File: config.mk
export PLATFORM = sky130hd
export DESIGN_NAME = pipe_scroller
export DESIGN_NICKNAME = d
export VERILOG_FILES = /design/src/rtl/pipe_field_pkg.sv /design/src/rtl/scroll_tick.sv /design/src/rtl/pipe_scroller.sv
export SDC_FILE = /design/constraint.sdc
export NUM_CORES = 1
export LEC_CHECK = 0
export ABC_AREA = 1
export CORE_ASPECT_RATIO = 2
export CORE_MARGIN = 2
export CORE_UTILIZATION = 44
export DETAILED_ROUTE_END_ITERATION = 16
export PLACE_DENSITY = 0.76
export SYNTH_ARGS = -nofsm -noshare
export SYNTH_HDL_FRONTEND = slang
export SYNTH_SLANG_ARGS = --single-unit
File: constraint.sdc
create_clock -name clk -period 2.08 [get_ports clk]
set_input_delay 0.416 -clock clk [delete_from_list [all_inputs] [get_ports clk]]
set_output_delay 0.416 -clock clk [all_outputs]
set_load 0.1 [all_outputs]
File: src/rtl/pipe_field_pkg.sv
// rtl/pipe_field_pkg.sv - shared constants and types for the pipe playfield
package pipe_field_pkg;

    localparam int ROWS_DEF     = 8;
    localparam int COLS_DEF     = 16;
    localparam int BIRD_COL_DEF = 2;

    typedef enum logic [1:0] {
        IDLE = 2'd0,
        RUN  = 2'd1,
        HIT  = 2'd2
    } scroll_state_t;

    typedef logic [ROWS_DEF-1:0] column_t;

endpackage

File: src/rtl/scroll_tick.sv
// rtl/scroll_tick.sv - scroll step divider: one-cycle tick every TICK_DIV cycles
module scroll_tick #(
    parameter int TICK_DIV = 512
) (
    input  logic clk,
    input  logic reset,
    input  logic run,
    input  logic hold,
    output logic tick
);

    localparam int CW = (TICK_DIV > 1) ? $clog2(TICK_DIV) : 1;
    localparam logic [CW-1:0] LAST = CW'(TICK_DIV - 1);

    logic [CW-1:0] r_count;

    // hold freezes the phase so a frozen playfield resumes nothing mid-step
    always_ff @(posedge clk or negedge reset) begin
        if (!reset) begin
            r_count <= '0;
        end else if (!run) begin
            r_count <= '0;
        end else if (!hold) begin
            r_count <= (r_count == LAST) ? '0 : r_count + CW'(1);
        end
    end

    assign tick = run && !hold && (r_count == LAST);

endmodule

File: src/rtl/pipe_scroller.sv
// rtl/pipe_scroller.sv - scrolls pipe columns through the playfield, detects bird collisions, keeps score
import pipe_field_pkg::*;

module pipe_scroller #(
    parameter int ROWS     = ROWS_DEF,
    parameter int COLS     = COLS_DEF,
    parameter int TICK_DIV = 512,
    parameter int BIRD_COL = BIRD_COL_DEF
) (
    input  logic                    clk,
    input  logic                    reset,
    input  logic                    ongoing,
    input  logic                    gameOver,
    input  logic [ROWS-1:0]         layout,
    input  logic [$clog2(ROWS)-1:0] bird_row,
    output logic                    col_take,
    output logic [ROWS*COLS-1:0]    field,
    output logic                    crash,
    output logic [7:0]              score
);

    scroll_state_t          r_state;
    logic [ROWS*COLS-1:0]   r_field;
    logic [7:0]             r_score;
    logic                   r_crash;

    logic                   w_tick;
    logic                   w_hit;
    logic                   w_shift;
    logic [ROWS-1:0]        w_bird_col;

    scroll_tick #(
        .TICK_DIV (TICK_DIV)
    ) u_tick (
        .clk   (clk),
        .reset (reset),
        .run   (r_state != IDLE),
        .hold  (r_state == HIT),
        .tick  (w_tick)
    );

    // Collision looks at the registered field, so on a tick cycle it sees the pre-shift column
    assign w_bird_col = r_field[BIRD_COL*ROWS +: ROWS];
    assign w_hit      = (r_state == RUN) && w_bird_col[bird_row];
    assign w_shift    = (r_state == RUN) && w_tick && ongoing && !w_hit && !gameOver;

    always_ff @(posedge clk or negedge reset) begin
        if (!reset) begin
            r_state <= IDLE;
            r_field <= '0;
            r_score <= '0;
            r_crash <= 1'b0;
        end else begin
            case (r_state)
                IDLE: begin
                    r_field <= '0;
                    r_crash <= 1'b0;
                    if (ongoing) begin
                        r_state <= RUN;
                        r_score <= '0;
                    end
                end
                RUN: begin
                    if (!ongoing) begin
                        r_state <= IDLE;
                        r_field <= '0;
                        r_crash <= 1'b0;
                    end else if (w_hit || gameOver) begin
                        r_state <= HIT;
                        r_crash <= 1'b1;
                    end else if (w_tick) begin
                        r_field <= {layout, r_field[ROWS*COLS-1:ROWS]};
                        if ((w_bird_col != '0) && (r_score != 8'hFF)) begin
                            r_score <= r_score + 8'd1;
                        end
                    end
                end
                HIT: begin
                    if (!ongoing) begin
                        r_state <= IDLE;
                        r_field <= '0;
                        r_crash <= 1'b0;
                    end
                end
                default: begin
                    r_state <= IDLE;
                    r_field <= '0;
                    r_crash <= 1'b0;
                end
            endcase
        end
    end

    assign col_take = w_shift;
    assign field    = r_field;
    assign crash    = r_crash;
    assign score    = r_score;

endmodule

== Word level (Yosys, flattened, before mapping) ==
Cells that the tools add are included.

* Register bits after elaboration: 148
* Input port bits: 15
* Output and inout bits: 138
* Logic and storage cells: 67

* $add $sub $neg: 2
* $lt $le $gt $ge: 1
* Equality and inequality tests: 14
* Muxes and demuxes: 25
* Reductions and logical operators: 20

{| class="wikitable"
|+ Operator list
! cell !! number
|-
| $mux 128 || 4
|-
| $pmux 128 s2 || 1
|-
| $mux 8 || 5
|-
| $mux 9 || 3
|-
| $pmux 8 s2 || 1
|-
| $ne 2x2->1 const B || 6
|-
| $add 9x1->9 const B || 1
|-
| $eq 9x9->1 const B || 1
|-
| $add 8x1->8 const B || 1
|-
| $logic_and 1x1->1 || 8
|-
| $mux 2 || 4
|-
| $ne 8x8->1 const B || 1
|-
| $reduce_bool 8->1 || 1
|-
| $ne 3x3->1 const B || 2
|-
| $pmux 2 s3 || 1
|-
| $reduce_and 3->1 || 2
|-
| $reduce_and 6->1 || 1
|-
| $lt 3x4->1 const B || 1
|-
| $mux 1 || 4
|-
| $reduce_bool 2->1 || 2
|-
| $bmux 1 s3 || 1
|-
| $logic_not 1->1 || 3
|-
| $ne 3x2->1 const B || 1
|-
| $eq 2x1->1 const B || 1
|-
| 6 further kinds || 6
|}

== Depth between registers and ports, before layout ==
Gate-level depths: netlist of the first run.

* Depth after elaboration: 8
* Depth in mapped cells: 17
* Gate-level depth less buffers: 16

== By module ==
A second synthesis of the first run with hierarchy kept.

* Cells, all modules: 732
* Area, all modules: 6,165.9 um^2

{| class="wikitable"
|+ By module, submodules not included
! module !! instances !! cells each !! area an instance (um^2) !! sequential area each (um^2)
|-
| pipe_scroller || 1 || 665 || 5,649.2 || 3,478.3
|-
| scroll_tick || 1 || 67 || 516.7 || 225.2
|}

== Least setup slack after synthesis of the first run ==
Ideal clock, no wire load.

* Path type: register to output
* From: reg r_field[21] (netlist: field[21])
* To: out col_take
* Data arrival time: 1,961 ps
* Data required time: 1,664 ps
* Path slack: -297 ps
* Stages on the path, launching flop included: 9
* Path buffers: 1
* Cell sequence: dfrtp_1 -> inv_1 -> nand2_1 -> nand3_1 -> nand3_1 -> nand3_1 -> nand3_2 -> nor2_4 -> buf_2

* Cells in the longest elaborated chain, start to end: 6

{| class="wikitable"
|+ RTL lines
! what !! line !! source
|-
| from (decl) || pipe_scroller.sv:23 || <nowiki>logic [ROWS*COLS-1:0] r_field;</nowiki>
|-
| from (signal assigned) || pipe_scroller.sv:72 || <nowiki>r_field <= {layout, r_field[ROWS*COLS-1:ROWS]};</nowiki>
|-
| $bmux 1 s3 || pipe_scroller.sv:44 || <nowiki>assign w_hit = (r_state == RUN) && w_bird_col[bird_row];</nowiki>
|-
| $mux 1 (implied by the code) || pipe_scroller.sv:44 ||
|-
| $logic_and 1x1->1 || pipe_scroller.sv:44 ||
|-
| $logic_not 1->1 || pipe_scroller.sv:45 || <nowiki>assign w_shift = (r_state == RUN) && w_tick && ongoing && !w_hit && !gameOver;</nowiki>
|-
| $logic_and 1x1->1 (2 in series) || pipe_scroller.sv:45 ||
|-
| to (decl) || pipe_scroller.sv:16 || <nowiki>output logic col_take,</nowiki>
|}

No other way between the ends. The select of a mux whose other input is x is not followed.

== Final worst setup path of the first run ==
* From: reg u_tick.r_count[1]
* To: out col_take

* Cells in the longest elaborated chain, start to end: 6

{| class="wikitable"
|+ RTL lines
! what !! line !! source
|-
| from (decl) || scroll_tick.sv:15 || <nowiki>logic [CW-1:0] r_count;</nowiki>
|-
| from (signal assigned) || scroll_tick.sv:24 || <nowiki>r_count <= (r_count == LAST) ? '0 : r_count + CW'(1);</nowiki>
|-
| $eq 9x9->1 || scroll_tick.sv:28 || <nowiki>assign tick = run && !hold && (r_count == LAST);</nowiki>
|-
| $logic_and 1x1->1 || scroll_tick.sv:28 ||
|-
| $logic_and 1x1->1 (4 in series) || pipe_scroller.sv:45 ||
|}

No other way between the ends.

==> results of run 1 <==
[final cells by class]
| class | instances | area [µm²] |
|---|---|---|
| Timing Repair Buffer | 218 | 2330 |
| Sequential cell | 148 | 3720 |
| Fill cell | 1028 | 4280 |
| Clock buffer | 19 | 443 |
| Multi-Input combinational cell | 519 | 2300 |
| Tap cell | 155 | 194 |
| Inverter | 30 | 115 |
| Clock inverter | 13 | 146 |
[repair_timing]
| item | 4_1_cts | 5_1_grt |
|---|---|---|
| gates cloned | 23 | 0 |
| buffers inserted | 14 | 8 |
| resized for setup | 47 | 23 |
| hold endpoints to repair | 32 | 0 |
| hold buffers | 1 | 0 |
| pin swaps | 14 | 13 |
| setup endpoints to repair | 137 | 139 |
[registers in the layout, indices dropped and copies added (netlist names)]
signal and cells:
field 128, u_tick.r_count 9, score 8, r_state 2
crash 1
[synthesized netlist by cell type (all sizes together)]
| cell type | instances | area [µm²] |
|---|---|---|
| o32ai | 1 | 8.76 |
| nor2 | 24 | 121 |
| nor3 | 3 | 15.0 |
| a21oi | 5 | 25.0 |
| nand4 | 2 | 12.5 |
| o21ai | 12 | 60.1 |
| o31ai | 1 | 7.51 |
| o21bai | 1 | 7.51 |
| a22o | 1 | 8.76 |
| nand2 | 438 | 1640 |
| ha | 3 | 37.5 |
| inv | 30 | 113 |
| buf | 28 | 188 |
| dfrtp | 148 | 3700 |
| nand3b | 1 | 7.51 |
| nand3 | 23 | 120 |
| o22ai | 1 | 6.26 |
[through the flow]
stage               cells  cell area [µm²]  hold WS (ns)  TNS [ns]
floorplan             722             6110         0.120         0
global placement     1024             7600         0.329    -20.04
detailed placement   1024             7600         0.335    -24.86
CTS                  1094             9060         0.458    -32.29
global route         1102             9240         0.478    -67.34
finish               1102             9240         0.453    -50.96
[final timing paths]
kind,cells past startpoint,end,slack [ns],startpoint
max reg2reg,18,field[5],-0.42,u_tick.r_count[1]
max,11,col_take,-0.48,u_tick.r_count[1]
min,2,field[15],0.45,reset
min reg2reg,2,field[0],0.47,field[0]
min in group clk,2,field[0],0.47,field[0]
max in group asynchronous,3,field[0],0.91,reset
[logic make-up (layout without fill, tap and decap cells)]
kind of cell,count (synthesis),in the layout
compound gates,22,22
simple gates,491,494
buf+inv,58,280
flops,148,148
fa+ha+maj,3,3
[power groups by stage]
stage | clock network (mW) | registers (mW) | logic (mW)
2_1_floorplan | 0 | 3.23 | 0.523
3_3_place_gp | 0 | 3.06 | 1.12
3_5_place_dp | 0 | 3.06 | 1.12
4_1_cts | 3.10 | 3.01 | 2.26
5_1_grt | 3.24 | 3.02 | 2.54
6_report | 3.06 | 3.01 | 2.40
[layer usage]
| metal | global-route usage, % | vias to the layer above | share of wire [%] |
|---|---|---|---|
| li1 | - | 2654 | - |
| met4 | 8.90 | 0 | 2.5 |
| met3 | 6.21 | 29 | 5.2 |
| met5 | 0 | - | 0 |
| met2 | 44.2 | 178 | 54 |
| met1 | 28.5 | 2626 | 38 |
==> results.yml, run 1 <==
floorplan:
  initial_utilization_pct: 45.0
  die_h_um: 170
  rows: 60
  die_area_um2: 14800
  io_pins: 153
  coreArea_um2: 13500
  dieWidth_um: 87.2
sta:
  final_max_slew_viol_count: 0
  period_minus_slack_ns: 2.56
  fmax_mhz: 391
  relSlewSlack_pct: 43.7
  rsz0062_at_grt: "yes"
  tightestPinTransition_ns: 0.843
  final-hold-violation-count: 0
  finalCritPeriodShare_pct: 123
  worst_slack_ns: -0.478
  fin_skew_ns: 0.0126
  setup_violations: 137
pwr:
  power_mw: 8.48
  swShare_pct: 29.5
  comb_power_share_pct: 28.3
  power_density_nw_per_um2: 918
  p_seq_share_pct: 35.5
  leakage_nw: 5.13
  p_int_mw: 5.98
  p_sw_mw: 2.50
  p_clk_share_pct: 36.1
  ir_drop_uv: 626
cts:
  htree_levels: 4
  clkTransAtPathRegs_ns: 0.06
  worstSkewPairLatency_ns: 0.42
  cts_made_buffers: 17
  clockRootBuffer: "clkbuf_16"
  tritoncts_num_sinks: 148
  clk_path_buf_depth: 2
  cts_tree: "built"
drt:
  routedWlPerCell_um: 16.3
  initialDrtViolationCount: 349
  drt_wl_total_um: 17900
  ant_nets: 0
  vias_per_cell: 4.98
  drtPass1Iterations: 5
  via_count: 5487
  drc: 0
critical_path:
  critPathCaptureType: "output port"
  worstPathCellList: "ha_2 > nand3_2 > nor2_1 > inv_1 > nor2_2 > nand2_2 > nor2_2 > ha_2 > nand2_4 > nor2_4 > buf_12"
  crit_buf_inv: 2
  slowest_stage: "dfrtp_1"
  crit_path_start_kind: "register"
  path_max_fanout: 2
  cp.required_ns: 1.66
  cp.arrival_ns: 2.14
  max_stage_delay_ns: 0.36
  path_class: "register to output port"
  cp_top_family: "simple AND/OR/NAND/NOR gates"
layout:
  fin_nets: 952
  final_cell_mix: "nand2_1 (419), buf_4 (159), dfrtp_1 (138)"
  syn_to_final_growth_pct: 51.8
  n_antenna_cell: 0
  layout-drive-gt1-share_pct: 30.4
  final_common_cell: "nand2_1"
  utilization_pct: 68.4
synth:
  yosysUniqueCellTypes: 23
  synth_xor_area_share_pct: 0
  synth-adder-area-share_pct: 0.617
  synth_top_family_by_area: "simple AND/OR/NAND/NOR gates"
  yosys.area_share.simple_pct: 31.6
  synth_warnings: 0
  synth_seq_cells: 148
  synth_mux_area_share_pct: 0
  syn_area_um2: 6090
  syn_inst: 722
  synth.net_count: 740
  syn_area_per_cell_um2: 8.43
  ys_seq_area_share_pct: 60.9
  synth_compound_area_share_pct: 2.04
placement:
  dp_hpwl_um: 10800
  pre_cts_ws_ns: -0.222
  port_buffers: 152
  gp_congestion: 0.855
run:
  maxCapViolCount: 0
grt:
  grt_pass1_wl_um: 28100
  track_usage_pct: 24.9
  grt_max_degree: 51
  antenna_found_initial: 0
  first_global_vias: 5383
  gr-total-overflow: 0
status:
  violations: "negative setup slack"
  outcome: "finished with violations"
worst_hold_path:
  hold_class: "input pin to async pin"
No activity file was read; power rests on OpenSTA's default activity.
==> run 2, diff against run 1 <==
--- a/config.mk
+++ b/config.mk
@@ -6,7 +6,7 @@
 export NUM_CORES = 1
 export LEC_CHECK = 0
 export ABC_AREA = 1
-export CORE_ASPECT_RATIO = 2
+export CORE_ASPECT_RATIO = 0.7
 export CORE_MARGIN = 2
 export CORE_UTILIZATION = 44
 export DETAILED_ROUTE_END_ITERATION = 16
==> run 2 against run 1 <==
Effect of this change:
- the flow still finishes with violations (negative setup slack)
- setup slack lost 0.0088 ns
- register-to-register slack is essentially flat
- critical path depth is the same
- hold slack lost 0.022 ns
- clock-buffer cell count grew 2
- wire length grew 9.9%
- combinational power shrank 15%
- clock power shrank 6%
- cell area grew 3.4%
- die area shrank 0.29%
- utilization grew 3.4 points
- sequential share of layout area shrank 1.3 points
- critical endpoint unchanged
- highest routed layer unchanged
==> results.yml, run 2 (synthesis results as in run 1) <==
status:
  outcome: "finished with violations"
  violations: "negative setup slack"
sta:
  tightestPinTransition_ns: 0.432
  fin_skew_ns: 0.0163
  setup_violations: 137
  relSlewSlack_pct: 71.1
  holdWs_ns: 0.431
  fmax_mhz: 390
  rsz0062_at_grt: "yes"
  period_minus_slack_ns: 2.57
  final-hold-violation-count: 0
  finalCritPeriodShare_pct: 123
  final_max_slew_viol_count: 0
  worst_slack_ns: -0.487
critical_path:
  cpMostUsedCell: "nor2_4"
  worstPathCellList: "ha_4 > nand3_4 > nor2_4 > inv_2 > nor2_4 > nand2_2 > nor2_4 > ha_4 > nand2_4 > nor2_4 > buf_12"
  cp.required_ns: 1.66
  setup.worst_path.start: "u_tick.r_count[1]"
  path_max_fanout: 2
  slowest_stage: "dfrtp_1"
  max_stage_delay_ns: 0.40
  critPathCaptureType: "output port"
  worstReg2RegStart: "u_tick.r_count[1]"
  path_class: "register to output port"
  ff2ff_setup_slack_ns: -0.43
  crit_path_start_kind: "register"
  crit_buf_inv: 2
  cp.arrival_ns: 2.15
  cp_top_family: "simple AND/OR/NAND/NOR gates"
grt:
  first_global_vias: 5420
  grt_pass1_wl_um: 28800
  gr-total-overflow: 0
  track_usage_pct: 25.7
  grt_max_degree: 61
  antenna_found_initial: 0
cts:
  cts_made_buffers: 17
  cts_tree: "built"
  clockRootBuffer: "clkbuf_16"
  worstSkewPairLatency_ns: 0.41
  tritoncts_num_sinks: 148
  htree_levels: 4
  clk_path_buf_depth: 2
  clkTransAtPathRegs_ns: 0.06
drt:
  via_count: 5714
  drc: 0
  initialDrtViolationCount: 430
  drt_wl_total_um: 19700
  routedWlPerCell_um: 17.2
  ant_nets: 0
  drtPass1Iterations: 6
  vias_per_cell: 5.01
layout:
  syn_to_final_growth_pct: 57.0
  final_cell_mix: "nand2_1 (376), buf_4 (164), dfrtp_1 (138)"
  final_common_cell: "nand2_1"
  nFillCells: 959
  finalNonFillerCells: 1141
  layout-drive-gt1-share_pct: 36.1
  n_antenna_cell: 0
  largest_reg_flops: 128
  fin_nets: 963
pwr:
  ir_drop_uv: 708
  p_clk_share_pct: 36.2
  p_sw_mw: 2.42
  power_density_nw_per_um2: 835
  leakage_nw: 5.33
  swShare_pct: 30.3
  p_seq_share_pct: 38.0
  p_int_mw: 5.56
  comb_power_share_pct: 25.8
placement:
  dp_hpwl_um: 10500
  port_buffers: 152
  placedCellCount: 1059
  gp_congestion: 0.865
floorplan:
  rows: 35
  io_pins: 153
  initial_utilization_pct: 45.7
  dieWidth_um: 145
  coreArea_um2: 13300
  die_h_um: 102
  die_area_um2: 14800
worst_hold_path:
  hold_class: "input pin to async pin"
run:
  maxCapViolCount: 0
## run 2: worst paths after layout
| kind | end | cells after the start |
|---|---|---|
| max | col_take | 11 |
| min | field[43] | 2 |
| max reg2reg | field[72] | 18 |
| min reg2reg | field[4] | 2 |
| max in group asynchronous | field[5] | 3 |
| min in group clk | field[4] | 2 |
## run 2: per-layer routing
metal | track usage, % | wire, µm
met5 | 0 | 0
met4 | 7.09 | 193
met3 | 7.22 | 1530
met2 | 39.4 | 9450
met1 | 36.3 | 8500
## run 2: per-stage QoR
step	util (%)	power [mW]	cell area, µm²	setup WS (ns)	TNS, ns
after global routing	71.8	8.23	9550	-0.588	-63.55
after global placement	57.5	4.13	7650	-0.220	-21.94
after CTS	67.3	7.68	8950	-0.453	-24.06
after detailed placement	57.5	4.13	7650	-0.243	-25.59
final	71.8	7.97	9550	-0.487	-47.52
after floorplan	-	3.75	6110	0.00273	0
## run 2: final cells by class
class | instances | area (µm²) | area share [%]
Clock inverter | 9 | 82.6 | 0.864
Timing Repair Buffer | 231 | 2490 | 26.1
Clock buffer | 21 | 470 | 4.92
Inverter | 30 | 113 | 1.18
Tap cell | 185 | 231 | 2.42
Multi-Input combinational cell | 517 | 2450 | 25.6
Sequential cell | 148 | 3720 | 38.9
## run 2: timing repair
| item | in CTS | in global routing |
|---|---|---|
| endpoints found under the setup margin | 137 | 144 |
| hold buffers | 1 | 0 |
| buffers inserted | 14 | 12 |
| endpoints found under the hold margin | 19 | 0 |
| resized for setup | 45 | 89 |
| gates cloned | 16 | 9 |
| pin swaps | 4 | 19 |
## run 2: power by group through the flow
stage	registers (mW)	logic [mW]	clock network, mW
global placement	3.06	1.07	0
floorplan	3.23	0.523	0
CTS	3.01	1.76	2.90
global route	3.04	2.15	3.03
finish	3.03	2.05	2.89
detailed placement	3.06	1.07	0
==> run 3, diff against run 2 <==
--- a/config.mk
+++ b/config.mk
@@ -7,7 +7,7 @@
 export LEC_CHECK = 0
 export ABC_AREA = 1
 export CORE_ASPECT_RATIO = 0.7
-export CORE_MARGIN = 2
+export CORE_MARGIN = 4
 export CORE_UTILIZATION = 44
 export DETAILED_ROUTE_END_ITERATION = 16
 export PLACE_DENSITY = 0.76
==> run 3 against run 2 <==
Effect of this change:
- the flow still finishes with violations (negative setup slack)
- non-clock buffer count shrank 1
- clock power increased by 1%
- sequential power barely moved
- hold slack better by 0.054 ns
- combinational power increased by 19%
- clock skew shrank 0.0056 ns
- fmax fell by 0.99%
- sequential share of layout area decreased by 0.83 points
- critical path type unchanged
- largest cell class unchanged
==> results.yml, run 3 (synthesis results as in run 1) <==
status:
  outcome: "finished with violations"
  violations: "negative setup slack"
sta:
  rsz0062_at_grt: "yes"
  tightestPinTransition_ns: 0.611
  setup_violations: 137
  fin_tns_setup_ns: -40.90
  period_minus_slack_ns: 2.59
  relSlewSlack_pct: 59.1
  final-hold-violation-count: 0
  worst_slack_ns: -0.513
  final_max_slew_viol_count: 0
  fin_skew_ns: 0.0107
  finalCritPeriodShare_pct: 125
  fmax_mhz: 386
critical_path:
  critPathCaptureType: "output port"
  crit_path_start_kind: "register"
  path_max_fanout: 2
  path_class: "register to output port"
  max_stage_delay_ns: 0.37
  cp.arrival_ns: 2.18
  cp_top_family: "simple AND/OR/NAND/NOR gates"
  worstPathCellList: "ha_2 > nand3_2 > nor2_1 > inv_1 > nor2_2 > nand2_2 > nor2_4 > ha_4 > nand2_4 > nor2_4 > buf_12"
  cp.required_ns: 1.66
  crit_buf_inv: 2
  cpMostUsedCell: "nor2_4"
  slowest_stage: "dfrtp_1"
layout:
  layout-drive-gt1-share_pct: 37.6
  final_cell_mix: "nand2_1 (355), buf_4 (163), dfrtp_1 (138)"
  largest_reg_flops: 128
  fin_nets: 963
  final_common_cell: "nand2_1"
  syn_to_final_growth_pct: 60.4
  n_antenna_cell: 0
cts:
  cts_made_buffers: 17
  worstSkewPairLatency_ns: 0.42
  htree_levels: 4
  clk_path_buf_depth: 2
  clkTransAtPathRegs_ns: 0.06
  clockRootBuffer: "clkbuf_16"
  tritoncts_num_sinks: 148
  cts_tree: "built"
grt:
  grt_max_degree: 49
  grt_pass1_wl_um: 30800
  first_global_vias: 5571
  antenna_found_initial: 0
  track_usage_pct: 25.4
  gr-total-overflow: 0
floorplan:
  die_area_um2: 15800
  dieWidth_um: 149
  coreArea_um2: 13400
  initial_utilization_pct: 45.6
  die_h_um: 106
  io_pins: 153
  rows: 35
drt:
  vias_per_cell: 5.10
  ant_nets: 0
  drt_wl_total_um: 20800
  via_count: 5812
  drc: 0
  initialDrtViolationCount: 358
  routedWlPerCell_um: 18.2
  drtPass1Iterations: 5
pwr:
  leakage_nw: 5.53
  ir_drop_uv: 745
  power_density_nw_per_um2: 859
worst_hold_path:
  hold_class: "register to register"
run:
  maxCapViolCount: 0
placement:
  pre_cts_ws_ns: -0.286
  gp_congestion: 0.879
  port_buffers: 152
  dp_hpwl_um: 10900
## run 3: path summary, 6_finish.rpt
path / startpoint / endpoint / slack (ns) / cells past startpoint
max: u_tick.r_count[1] / col_take / -0.51 / 11
min: field[3] / field[3] / 0.48 / 2
max reg2reg: u_tick.r_count[1] / field[79] / -0.35 / 15
min reg2reg: field[3] / field[3] / 0.48 / 2
max in group asynchronous: reset / field[99] / 0.98 / 3
min in group asynchronous: reset / field[17] / 0.49 / 2
## run 3: final cells by class
type                       instances  area, µm²
timing repair buffer             230       2600
fill                             921       3590
clock buffer                      24        462
inverter                          30        113
tap                              185        231
sequential                       148       3720
multi-input combinational        518       2560
clock inverter                     5       80.1
## run 3: power by group
group,switching [mW],leakage (nW),internal [mW]
Clock,1.15,0.256,1.78
Sequential,0.0727,2.05,2.94
Combinational,1.30,3.22,1.14
Total,2.52,5.53,5.86
## run 3: what timing repair did
action,CTS,global route
endpoints found under the hold margin,39,0
resized for setup,39,124
setup buffers,11,11
hold buffers,1,0
pin swaps,6,20
endpoints found under the setup margin,137,138
cloned,23,7
## run 3: through the flow
step	hold WS, ns	utilization [%]	area (µm²)	power (mW)	cells
final	0.485	73.1	9760	8.38	1140
after global routing	0.518	73.1	9760	8.69	1140
after CTS	0.475	68.4	9140	7.88	1125
after detailed placement	0.367	57.4	7670	4.13	1061
after global placement	0.367	57.4	7670	4.12	1061
after floorplan	0.120	-	6110	3.75	722
## run 3: worst register-to-register path, cell delays in order (launching register included)
cell,delay [ns]
dfrtp_1,0.37
ha_2,0.21
nand3_2,0.07
nor2_1,0.09
inv_1,0.07
nor2_2,0.15
nand2_2,0.09
nor2_4,0.11
ha_4,0.15
nand2_4,0.06
nor2_4,0.19
buf_4,0.24
buf_12,0.16
bufbuf_16,0.27
nand2_1,0.06
nand2_1,0.07
## run 3: per-layer routing
metal / global-route usage, % / share of wire, % / up-vias
li1: - / - / 2676
met1: 35.1 / 42 / 2832
met2: 38.2 / 46 / 270
met3: 7.80 / 10 / 34
met4: 8.24 / 1.8 / 0
met5: 0 / 0 / -
